[config.mk]
export PLATFORM = sky130hd
export DESIGN_NAME = dft_butterfly_pipe
export DESIGN_NICKNAME = d
export VERILOG_FILES = /design/src/rtl/dft_pkg.sv /design/src/rtl/dft_twiddle_rom.sv /design/src/rtl/dft_butterfly_pipe.sv
export SDC_FILE = /design/constraint.sdc
export NUM_CORES = 1
export LEC_CHECK = 0
export ABC_CLOCK_PERIOD_IN_PS = 12100
export CORE_MARGIN = 2
export CORE_UTILIZATION = 40
export DETAILED_ROUTE_END_ITERATION = 8
export PLACE_DENSITY = 0.6
export SYNTH_ARGS = -nofsm -noshare
export SYNTH_HDL_FRONTEND = slang
export SYNTH_SLANG_ARGS = --single-unit
[constraint.sdc]
create_clock -name i_CLK -period 12.1 [get_ports i_CLK]
set_clock_uncertainty 0.1 [all_clocks]
set_input_delay 1.815 -clock i_CLK [delete_from_list [all_inputs] [get_ports i_CLK]]
set_output_delay 1.815 -clock i_CLK [all_outputs]
set_load 0.03 [all_outputs]
[src/rtl/dft_pkg.sv]
// Shared widths, complex types and the twiddle generator
// used by the radix-2 butterfly pipeline.
package dft_pkg;

  localparam int  HALF = 8;
  localparam int  TW_W = 8;
  localparam real PI   = 3.14159265358979323846;

  function automatic int idx_w(input int n);
    return (n >= 4) ? $clog2(n / 2) : 1;
  endfunction

  localparam int KW = idx_w(8);

  typedef struct packed {
    logic signed [HALF-1:0] re;
    logic signed [HALF-1:0] im;
  } cplx_t;

  typedef struct packed {
    logic signed [TW_W-1:0] re;
    logic signed [TW_W-1:0] im;
  } tw_t;

  // Taylor series; angles never exceed pi here
  function automatic real trig(input real x, input bit sine);
    real term;
    real sum;
    term = sine ? x : 1.0;
    sum  = term;
    for (int i = 1; i < 24; i++) begin
      int m;
      m    = sine ? 2 * i + 1 : 2 * i;
      term = -term * x * x / real'(m * (m - 1));
      sum  = sum + term;
    end
    return sum;
  endfunction

  function automatic int tw_comp(
    input int k,
    input int n,
    input int tw,
    input bit im
  );
    real ang;
    real v;
    real sc;
    int  r;
    int  hi;
    int  lo;
    ang = 2.0 * PI * real'(k) / real'(n);
    sc  = real'(1 << (tw - 1));
    v   = im ? -trig(ang, 1'b1) * sc
             :  trig(ang, 1'b0) * sc;
    r   = (v >= 0.0) ? $rtoi(v + 0.5)
                     : -$rtoi(0.5 - v);
    hi  = (1 << (tw - 1)) - 1;
    lo  = -(1 << (tw - 1));
    if (r > hi) r = hi;
    if (r < lo) r = lo;
    return r;
  endfunction

endpackage

[src/rtl/dft_twiddle_rom.sv]
// Synchronous-read twiddle ROM, N_POINTS/2 entries of {wr, wi},
// contents computed at elaboration from dft_pkg::tw_comp.
module dft_twiddle_rom
  import dft_pkg::*;
#(
  parameter int N_POINTS = 8,
  parameter int TW_SZ    = 8,
  parameter int KW_P     = 2
) (
  input  logic                 clk_i,
  input  logic                 rst_ni,
  input  logic                 en_i,
  input  logic [KW_P-1:0]      k_i,
  output logic [2*TW_SZ-1:0]   w_o
);

  localparam int DEPTH = N_POINTS / 2;

  logic [2*TW_SZ-1:0] rom [DEPTH];
  logic [2*TW_SZ-1:0] w_q;

  for (genvar g = 0; g < DEPTH; g++) begin : g_rom
    localparam int WR = tw_comp(g, N_POINTS, TW_SZ, 1'b0);
    localparam int WI = tw_comp(g, N_POINTS, TW_SZ, 1'b1);
    assign rom[g] = {WR[TW_SZ-1:0], WI[TW_SZ-1:0]};
  end

  always_ff @(posedge clk_i or negedge rst_ni) begin
    if (!rst_ni) begin
      w_q <= '0;
    end else if (en_i) begin
      w_q <= rom[k_i];
    end
  end

  assign w_o = w_q;

endmodule

[src/rtl/dft_butterfly_pipe.sv]
// 3-stage radix-2 DIT butterfly: out1=(a+W*b)/2, out2=(a-W*b)/2.
// Define DFT_BFLY_SAT_EN to clamp the final reduction and report o_sat.
module dft_butterfly_pipe
  import dft_pkg::*;
#(
  parameter int WORD_SZ  = 16,
  parameter int TW_SZ    = 8,
  parameter int N_POINTS = 8
) (
  input  logic                       i_CLK,
  input  logic                       i_RESET,
  input  logic                       in_valid,
  output logic                       in_ready,
  input  logic [WORD_SZ-1:0]         in_a,
  input  logic [WORD_SZ-1:0]         in_b,
  input  logic [idx_w(N_POINTS)-1:0] in_k,
  output logic                       out_valid,
  input  logic                       out_ready,
  output logic [WORD_SZ-1:0]         out1,
  output logic [WORD_SZ-1:0]         out2,
  output logic                       o_sat
);

  localparam int H  = WORD_SZ / 2;
  localparam int PW = H + TW_SZ;

  logic                 en;
  logic                 v1_q, v2_q, ov_q, sat_q;
  logic [WORD_SZ-1:0]   a1_q, b1_q, a2_q;
  logic [WORD_SZ-1:0]   o1_q, o2_q, o1_d, o2_d;
  logic [2*TW_SZ-1:0]   w1;
  logic signed [H-1:0]  br, bi, ar, ai;
  logic signed [TW_SZ-1:0] wr, wi;
  logic signed [PW-1:0] prr_d, pii_d, pri_d, pir_d;
  logic signed [PW-1:0] prr_q, pii_q, pri_q, pir_q;
  logic signed [PW:0]   tr, ti;
  logic signed [H:0]    wbr, wbi;
  logic signed [H+1:0]  s [4];
  logic [H-1:0]         r [4];
  logic [3:0]           clip;
  logic                 sat_d;
  logic                 unused;

  // one global enable: a held output freezes every stage
  assign en       = !(ov_q && !out_ready);
  assign in_ready = en;

  dft_twiddle_rom #(
    .N_POINTS (N_POINTS),
    .TW_SZ    (TW_SZ),
    .KW_P     (idx_w(N_POINTS))
  ) u_rom (
    .clk_i  (i_CLK),
    .rst_ni (i_RESET),
    .en_i   (en),
    .k_i    (in_k),
    .w_o    (w1)
  );

  assign br = b1_q[WORD_SZ-1:H];
  assign bi = b1_q[H-1:0];
  assign wr = w1[2*TW_SZ-1:TW_SZ];
  assign wi = w1[TW_SZ-1:0];

  assign prr_d = PW'(br) * PW'(wr);
  assign pii_d = PW'(bi) * PW'(wi);
  assign pri_d = PW'(br) * PW'(wi);
  assign pir_d = PW'(bi) * PW'(wr);

  always_ff @(posedge i_CLK or negedge i_RESET) begin
    if (!i_RESET) begin
      v1_q  <= 1'b0;
      a1_q  <= '0;
      b1_q  <= '0;
      v2_q  <= 1'b0;
      a2_q  <= '0;
      prr_q <= '0;
      pii_q <= '0;
      pri_q <= '0;
      pir_q <= '0;
    end else if (en) begin
      v1_q  <= in_valid;
      a1_q  <= in_a;
      b1_q  <= in_b;
      v2_q  <= v1_q;
      a2_q  <= a1_q;
      prr_q <= prr_d;
      pii_q <= pii_d;
      pri_q <= pri_d;
      pir_q <= pir_d;
    end
  end

  // slicing at TW_SZ-1 is the arithmetic shift, kept to H+1 bits
  assign tr  = (PW+1)'(prr_q) - (PW+1)'(pii_q);
  assign ti  = (PW+1)'(pri_q) + (PW+1)'(pir_q);
  assign wbr = tr[PW-1:TW_SZ-1];
  assign wbi = ti[PW-1:TW_SZ-1];

  assign ar = a2_q[WORD_SZ-1:H];
  assign ai = a2_q[H-1:0];

  assign s[0] = (H+2)'(ar) + (H+2)'(wbr);
  assign s[1] = (H+2)'(ai) + (H+2)'(wbi);
  assign s[2] = (H+2)'(ar) - (H+2)'(wbr);
  assign s[3] = (H+2)'(ai) - (H+2)'(wbi);

  always_comb begin
    for (int i = 0; i < 4; i++) begin
      r[i]    = s[i][H:1];
      clip[i] = 1'b0;
`ifdef DFT_BFLY_SAT_EN
      if (s[i][H+1] != s[i][H]) begin
        clip[i] = 1'b1;
        r[i]    = {s[i][H+1], {(H-1){~s[i][H+1]}}};
      end
`endif
    end
  end

  assign o1_d  = {r[0], r[1]};
  assign o2_d  = {r[2], r[3]};
  assign sat_d = v2_q & (|clip);

  assign unused = ^{tr[PW], tr[TW_SZ-2:0], ti[PW], ti[TW_SZ-2:0],
                    s[0][H+1], s[0][0], s[1][H+1], s[1][0],
                    s[2][H+1], s[2][0], s[3][H+1], s[3][0]};

  always_ff @(posedge i_CLK or negedge i_RESET) begin
    if (!i_RESET) begin
      ov_q  <= 1'b0;
      sat_q <= 1'b0;
      o1_q  <= '0;
      o2_q  <= '0;
    end else if (en) begin
      ov_q  <= v2_q;
      sat_q <= sat_d;
      o1_q  <= o1_d;
      o2_q  <= o2_d;
    end
  end

  assign out_valid = ov_q;
  assign out1      = o1_q;
  assign out2      = o2_q;
  assign o_sat     = sat_q;

endmodule

## Word level (Yosys, flattened, before mapping)

Cells that the tools add are included.

- Register bits: 163
- Word-level logic and storage cells: 31
- Output and inout port bits: 35
- Input port bits: 38

- Reductions and logical operators: 3
- Multipliers: 4
- Add/sub/neg operators: 6
- Order comparisons: 1
- Bitwise logic cells: 1
- Multiplexer cells: 3

Operators with widths:

| kind | count |
|---|---|
| 8-bit by 8-bit multiplier with 16-bit output | 4 |
| 16-bit binary-select mux with 2-bit select | 1 |
| 16-bit 2-to-1 mux | 2 |
| 8-bit by 9-bit adder with 9-bit output | 2 |
| 8-bit by 9-bit subtractor with 9-bit output | 2 |
| 16-bit adder | 1 |
| 16-bit subtractor | 1 |
| 3-bit greater-or-equal comparator, second input constant | 1 |
| 2-bit NOT with 3-bit output | 1 |
| 1-bit zero test | 2 |
| 1-bit logical AND | 1 |

## Depth between registers and ports, before layout

Gate-level depths: netlist (run 1).

- Depth after elaboration: 4
- Mapped depth: 23
- Gate-level depth less buffers: 21

## Modules after synthesis

From an unflattened synthesis (run 1), not the netlist that was laid out.

- Cell total of the unflattened synthesis: 2028
- Area, all modules: 17939.7 um^2

Modules (own cells, without submodules):

| module | cells each | times used | seq. area each (um^2) | area an instance (um^2) |
|---|---|---|---|---|
| dft_butterfly_pipe | 1996 | 1 | 3678.5 | 17573.1 |
| dft_twiddle_rom | 32 | 1 | 150.1 | 366.6 |

## Least setup slack after synthesis (run 1)

OpenSTA, ideal clock, no wires.

- Path type: input port to output port
- Start point: input port out_ready
- End point: output port in_ready
- Stages: 5
- Slack: 7.306 ns
- Data arrival time: 2.879 ns
- Data required time: 10.185 ns
- Buffers on the path: 3
- Path through: nor2b_1 > clkbuf_1 > clkinv_1 > clkbuf_1 > clkbuf_1

- Longest elaborated chain between the ends: 3

RTL lines:

| item | line | RTL |
|---|---|---|
| start, declared | dft_butterfly_pipe.sv:18 | `input logic out_ready,` |
| 1-bit zero test | dft_butterfly_pipe.sv:45 | `assign en = !(ov_q && !out_ready);` |
| 1-bit logical AND | dft_butterfly_pipe.sv:45 |  |
| 1-bit zero test | dft_butterfly_pipe.sv:45 |  |
| end, declared | dft_butterfly_pipe.sv:13 | `output logic in_ready,` |

No other way between the ends.

## Final worst setup path (run 1)

Same ends and word-level chain as after synthesis.

==> reports/results.tsv, run 1 <==
stage	metric	value	unit
run_status	run_status	completed	
route	drtPass1Iterations	5	
worst_setup_path	crit_path_max_fanout	94	
worst_setup_path	critical_path.startpoint_type	primary input	
sta	fin_setup_tns	0	ns
final_layout	fill_cells	3697	
clock_tree	cts_buffers	17	
worst_setup_path	crit_family	buffers and inverters	
sta	fin_crit_sh	49.1	%
synth	ys_top_cells_by_area	dfrtp_1 25%, ha_1 18%, fa_1 15%, nand2_1 7.1%, inv_1 5.9%	
worst_setup_path	path_buf_inv	4	
final_layout	area_delta_synth_final	11.5	%
route	avgViaCountPerCell	4.88	
worst_setup_path	crit_required	10.18	ns
synth	synthArstFlopShare	100	%
sta	setup_viol	0	
route	drcViolationCount	0	
floorplanning	die_area	39500	sq um
floorplanning	design.portCount	73	
place	gp_congestion	0.843	
grt	grt_pass1_wl	54.5	mm
route	num_vias	11131	
synth	synth-edff-count	0	
hold_path	hp-class	reg2reg	
clock_tree	cts_resized	0	
sta	slew_violations	0	
final_layout	diodes	0	
clock_tree	postCtsHoldBufs	0	
grt	antenna_found_initial	0	
sta	tightest_slew	0.972	ns
clock_tree	htreeDepth	4	
floorplanning	die_y	199	microns
clock_tree	cts_root_buf	clkbuf_16	
sta	fmax	0.168	GHz
place	placement.io_buffers	71	
final_layout	drive_above_1_share	3.11	%
route	drtIter0Drc	523	
sta	maxSlewHeadroom	35.2	%
synth	synth_top_cell_area_share	25.3	%
worst_setup_path	crit_type	in2out	
final_layout	final_nets	2123	
synth	synth-seq-area-share	25.3	%
synth	netlist_area	15200	sq um
sta	min_period	5.94	ns
floorplanning	start_util	40.4	%
job	cap_viol_max_count	0	
synth	synth_cell_types	58	
synth	syn_nets	2092	
clock_tree	path_clk_slew	0.07	ns
worst_setup_path	endpoint_kind	output pin	
synth	synthCells	1727	
clock_tree	insertion_delay	0.44	ns
route	wl_per_cell	14.2	microns
synth	synth_area_leader_cell	dfrtp_1	
grt	grt_pass1_vias	11100	
worst_setup_path	cp_data_arrival_time	4.02	ns
synth	ys_ff_latch	153	
worst_setup_path	crit_chain	clkdlybuf4s50_1 > nor2b_4 > buf_4 > inv_6 > clkdlybuf4s50_1	
floorplanning	num_rows	71	
place	place_hpwl	25.6	mm
synth	postSynthAreaPerCell	8.77	sq um
grt	grt_util_all_layers	17.3	%
floorplanning	die_w	199	microns
floorplanning	core	37500	sq um
sta	hold_viol_final	0	
grt	grt_overflow	0	
clock_tree	ctsLongestPathBuffers	2	
worst_setup_path	critPathSlowestCell	clkdlybuf4s50_1	
clock_tree	cts_sinks	153	
route	route.antenna.remaining_nets	0	
grt	grt_max_degree	96	
sta	rsz0062_at_grt	false	
clock_tree	cts_tree	yes	
worst_setup_path	crit_top_cell	clkdlybuf4s50_1	
worst_setup_path	max_stage_delay	0.80	ns
clock_tree	post-cts-setup-buffer-count	0	
route	wirelength	32.4	mm
synth	synthFlopType	dfrtp_1	
synth	yosys_warnings	0	
-- layout by cell type, fill, tap and decap left out, types with 3 or more instances in the layout --
cell	count
a211oi_1	6
a21o_1	13
a21oi_1	116
a31o_2	6
a31oi_1	7
and2_1	55
and3_1	11
buf_4	4
clkbuf_16	17
clkdlybuf4s50_1	70
clkinv_4	3
dfrtp_1	153
fa_1	112
ha_1	215
inv_1	239
inv_6	7
nand2_1	285
nand2b_1	10
nand3_1	17
nand3b_1	8
nand4_1	3
nor2_1	92
nor2b_1	8
nor3_1	20
nor3b_1	7
nor4b_1	4
o211ai_1	6
o21a_1	14
o21ai_0	56
o21bai_1	11
o31a_1	4
o31ai_1	9
or2_2	5
or3_1	6
xnor2_1	88
xor2_1	42
-- area by class of cell --
cell class              count  area [sq um]  share of cell area [%]
well taps                 511           639                    3.78
repair buffers             75           742                    4.39
flip-flops and latches    153          3830                    22.7
clock inverters            14           153                   0.903
clock buffers              18           439                    2.60
inverters                 241           910                    5.38
multi-input cells        1270         10200                    60.3
-- synth_stat cells (all sizes together), types with 3 or more instances --
cell type and n:
a21o 13, nand2 285, inv 239, nor3 20, nor3b 7, or3 6
ha 215, and2 55, or2 5, nand2b 10, dfrtp 153, o21bai 11
nand3 17, xnor2 88, fa 112, a31oi 7, nand3b 8, and3 11
a21oi 117, nor4b 4, xor2 42, nor2b 9, clkbuf 57, o31a 4
nor2 92, o31ai 9, o211ai 6, a211oi 6, a31o 6, o21a 14
buf 6, o21ai 58, nand4 3
-- worst reg2reg max path, delay by kind of cell (launching register included) --
family                     cells  cell delay, ns
AOI/OAI and AO/OA              5            0.97
xor gates and xnor gates       1            0.18
adders and majority gates      5            2.00
buffers and inverters          4            0.66
DFF                            1            0.70
and+or+nand+nor                2            0.45
-- state kept, by name, indices dropped and copies added (netlist names) --
name / count
prr_q: 16
u_rom.w_o: 6
out2: 16
v2_q: 1
pii_q: 16
pir_q: 16
b1_q: 16
a1_q: 16
pri_q: 16
v1_q: 1
a2_q: 16
out_valid: 1
out1: 16
-- cells by family (layout without fill, tap and decap cells) --
logic type               after synthesis  after routing  synth area share, %
AND/OR/NAND/NOR                      535            535                 15.8
adder cells (fa/ha/maj)              327            327                 32.6
buffers and inverters                304            348                 7.56
AO/OA/AOI/OAI                        273            273                 10.9
flip-flops                           153            153                 25.3
XOR/XNOR                             131            131                 7.66
multiplexers                           3              3                0.206
other                                  1              1               0.0247
-- stage by stage --
stage,hold slack (ns),cells,util [%],area [sq um],worst slack [ns]
floorplan,0.330,1727,-,15200,7.31
global placement,0.352,2250,43.5,16300,6.13
detailed placement,0.346,2250,43.5,16300,6.15
CTS,0.368,2282,45.1,16900,6.14
global route,0.393,2282,45.1,16900,6.05
finish,0.366,2282,45.1,16900,6.16
-- path summary, 6_finish.rpt --
check                              startpoint   endpoint  slack, ns  depth (start not counted)
max in group asynchronous             i_RESET   pri_q[2]       9.12                          2
worst min register to register        a1_q[5]    a1_q[5]       0.37                          2
min in group asynchronous             i_RESET   out2[15]       1.30                          1
worst max-delay path                out_ready   in_ready       6.16                          5
worst max register to register  u_rom.w_o[15]  prr_q[14]       6.99                         17
worst min-delay path                  a1_q[5]    a1_q[5]       0.37                          2
-- per-layer routing --
metal	GRT usage, %	wire length [microns]
met2	31.9	17100
met4	3.98	303
met1	21.6	14400
met3	1.97	543
met5	0	0
Power of run 1 is not shown: default switching activity piles up to over one toggle a cycle in this logic, so the estimate is an artifact.
==> run 2, diff against run 1 <==
--- a/config.mk
+++ b/config.mk
@@ -5,7 +5,7 @@
 export SDC_FILE = /design/constraint.sdc
 export NUM_CORES = 1
 export LEC_CHECK = 0
-export ABC_CLOCK_PERIOD_IN_PS = 12100
+export ABC_CLOCK_PERIOD_IN_PS = 5960
 export CORE_MARGIN = 2
 export CORE_UTILIZATION = 40
 export DETAILED_ROUTE_END_ITERATION = 8
==> constraint.sdc (replaced) <==
create_clock -name i_CLK -period 5.96 [get_ports i_CLK]
set_clock_uncertainty 0.1 [all_clocks]
set_input_delay 0.894 -clock i_CLK [delete_from_list [all_inputs] [get_ports i_CLK]]
set_output_delay 0.894 -clock i_CLK [all_outputs]
set_load 0.03 [all_outputs]
==> run 2 against run 1 <==
Utilization increased by 0.15 points. Cell area increased by 0.33%. Via count increased by 0.17%. Worst hold slack got worse by 0.0093 ns. Clock-buffer cell count increased by 1. Global-route usage increased by 0.68 points. First-iteration DRC count decreased by 10%. Die area unchanged.
==> reports/results.tsv, run 2 (synthesized netlist as in run 1, its figures left out) <==
stage	metric	value	unit	change
clock_tree	cts_tree	yes		
worst_setup_path	crit_type	reg2reg		
worst_setup_path	endpoint_kind	flop		
sta	fmax	0.197	GHz	
worst_setup_path	path_buf_inv	5		+1
floorplanning	die_w	199	microns	unchanged
sta	fin_setup_tns	0	ns	unchanged
sta	hold_viol_final	0		unchanged
sta	min_period	5.07	ns	
floorplanning	core	37500	sq um	unchanged
worst_setup_path	ff2ff_setup_slack	0.89	ns	-6.10 ns
worst_setup_path	crit_family	adder cells		
sta	setup_viol	0		unchanged
final_layout	final_nets	2126		+0.14%
route	drtPass1Iterations	5		unchanged
worst_setup_path	critical_path.startpoint_type	flop		
floorplanning	die_area	39500	sq um	unchanged
place	gp_congestion	0.858		+1.9%
final_layout	layout_commonest_cell	nand2_1		
route	num_vias	11150		+0.17%
sta	fin_crit_sh	85.1	%	
final_layout	drive_above_1_share	3.27	%	+0.16 points
sta	tightest_slew	0.822	ns	-0.150 ns
sta	maxSlewHeadroom	45.2	%	+10 points
grt	grt_util_all_layers	18.0	%	+0.68 points
clock_tree	htreeDepth	4		unchanged
route	route.antenna.remaining_nets	0		unchanged
clock_tree	cts_root_buf	clkbuf_16		
clock_tree	cts_sinks	153		unchanged
route	avgViaCountPerCell	4.88		about the same
grt	met3_usage	2.19	%	+0.22 points
worst_setup_path	crit_path_max_fanout	23		-76%
clock_tree	insertion_delay	0.44	ns	about the same
grt	grt_max_degree	89		-7.3%
grt	grt_use_met2	31.9	%	about the same
worst_setup_path	crit_chain	nand2_1 > inv_1 > fa_1 > inv_1 > fa_1 > inv_1 > fa_1 > inv_1 > fa_1 > inv_1 > ha_1 > o21ai_0 > a21oi_1 > o21a_1 > o21a_1 > o211ai_1 > a2111oi_0 > nand3b_1		
sta	slew_violations	0		unchanged
worst_setup_path	cp_data_arrival_time	5.34	ns	+1.32 ns
route	drcViolationCount	0		unchanged
worst_setup_path	critPathSlowestCell	dfrtp_1		
grt	grt_pass1_wl	56.4	mm	+3.4%
clock_tree	postCtsHoldBufs	0		unchanged
final_layout	diodes	0		unchanged
grt	antenna_found_initial	0		unchanged
run_status	run_status	completed		
sta	rsz0062_at_grt	false		
route	wl_per_cell	14.5	microns	+2.4%
worst_setup_path	rr_startpoint	u_rom.w_o[14]		
worst_setup_path	r2r_cells	18		+1
route	drtIter0Drc	469		-10%
worst_setup_path	crit_required	6.23	ns	-3.95 ns
job	cap_viol_max_count	0		unchanged
hold_path	hp-class	in2async		
grt	busiest_layer	met2		
final_layout	final_cell_mix	285 x nand2_1, 239 x inv_1, 215 x ha_1		
worst_setup_path	crit-reg2reg-capture	pir_q[14]		
floorplanning	design.portCount	73		unchanged
floorplanning	start_util	40.4	%	unchanged
clock_tree	cts_resized	0		unchanged
clock_tree	path_clk_slew	0.08	ns	about the same
place	place_hpwl	26.3	mm	+2.8%
place	placement.io_buffers	71		unchanged
worst_setup_path	max_stage_delay	0.63	ns	-0.17 ns
clock_tree	ctsLongestPathBuffers	2		unchanged
grt	grt_overflow	0		unchanged
grt	grtUsageMet1	23.0	%	+1.4 points
clock_tree	cts_buffers	17		unchanged
final_layout	area_delta_synth_final	11.9	%	
floorplanning	num_rows	71		unchanged
worst_setup_path	crit_top_cell	inv_1		
clock_tree	post-cts-setup-buffer-count	0		unchanged
route	wirelength	33.2	mm	+2.6%
grt	grt_pass1_vias	11305		+1.8%
floorplanning	die_y	199	microns	unchanged
## run 2: cell types whose count changed in the layout (fill, tap and decap cells not counted), sizes merged
cell and delta:
buf +3, bufinv +1, clkbuf +1, clkinv -2
## run 2: cell type report
cell class	instances	area, sq um
Timing Repair Buffer	78	764
Multi-Input combinational cell	1270	10200
Inverter	241	910
Clock buffer	19	453
Fill cell	3695	20500
Tap cell	511	639
Clock inverter	13	171
Sequential cell	153	3830
## run 2: metal layers
metal / routed length, microns / vias to the layer above
met5: 0 / -
met4: 664 / 0
met3: 586 / 29
met2: 16900 / 97
met1: 15100 / 5394
li1: - / 5630
## run 2: metrics by stage
stage	hold slack [ns]	cells	util [%]	cell area (sq um)	setup WS, ns
after floorplan	0.330	1727	-	15200	1.26
after global placement	0.351	2253	43.6	16300	1.09
after detailed placement	0.347	2253	43.6	16300	0.875
after CTS	0.364	2285	45.2	17000	0.859
after global routing	0.393	2285	45.2	17000	0.513
final	0.357	2285	45.2	17000	0.888
## run 2: worst register-to-register path, cell delays in order (launching register included)
cell and delay (ns):
dfrtp_1 0.63, nand2_1 0.29, inv_1 0.14, fa_1 0.53, inv_1 0.06, fa_1 0.50
inv_1 0.05, fa_1 0.53, inv_1 0.05, fa_1 0.47, inv_1 0.04, ha_1 0.27
o21ai_0 0.11, a21oi_1 0.21, o21a_1 0.15, o21a_1 0.16, o211ai_1 0.12, a2111oi_0 0.43
nand3b_1 0.16
## run 2: worst max path at each step
stage	slack (ns)	startpoint	endpoint	depth (start not counted)
6_report	0.89	u_rom.w_o[14]	pir_q[14]	18
5_1_grt	0.51	u_rom.w_o[14]	pir_q[14]	18
4_1_cts	0.86	u_rom.w_o[14]	pir_q[14]	18
3_5_place_dp	0.87	u_rom.w_o[14]	pir_q[14]	18
3_3_place_gp	1.09	u_rom.w_o[13]	prr_q[13]	15
2_1_floorplan	1.26	u_rom.w_o[14]	pir_q[12]	20
Power of run 2 is left out for the same reason.
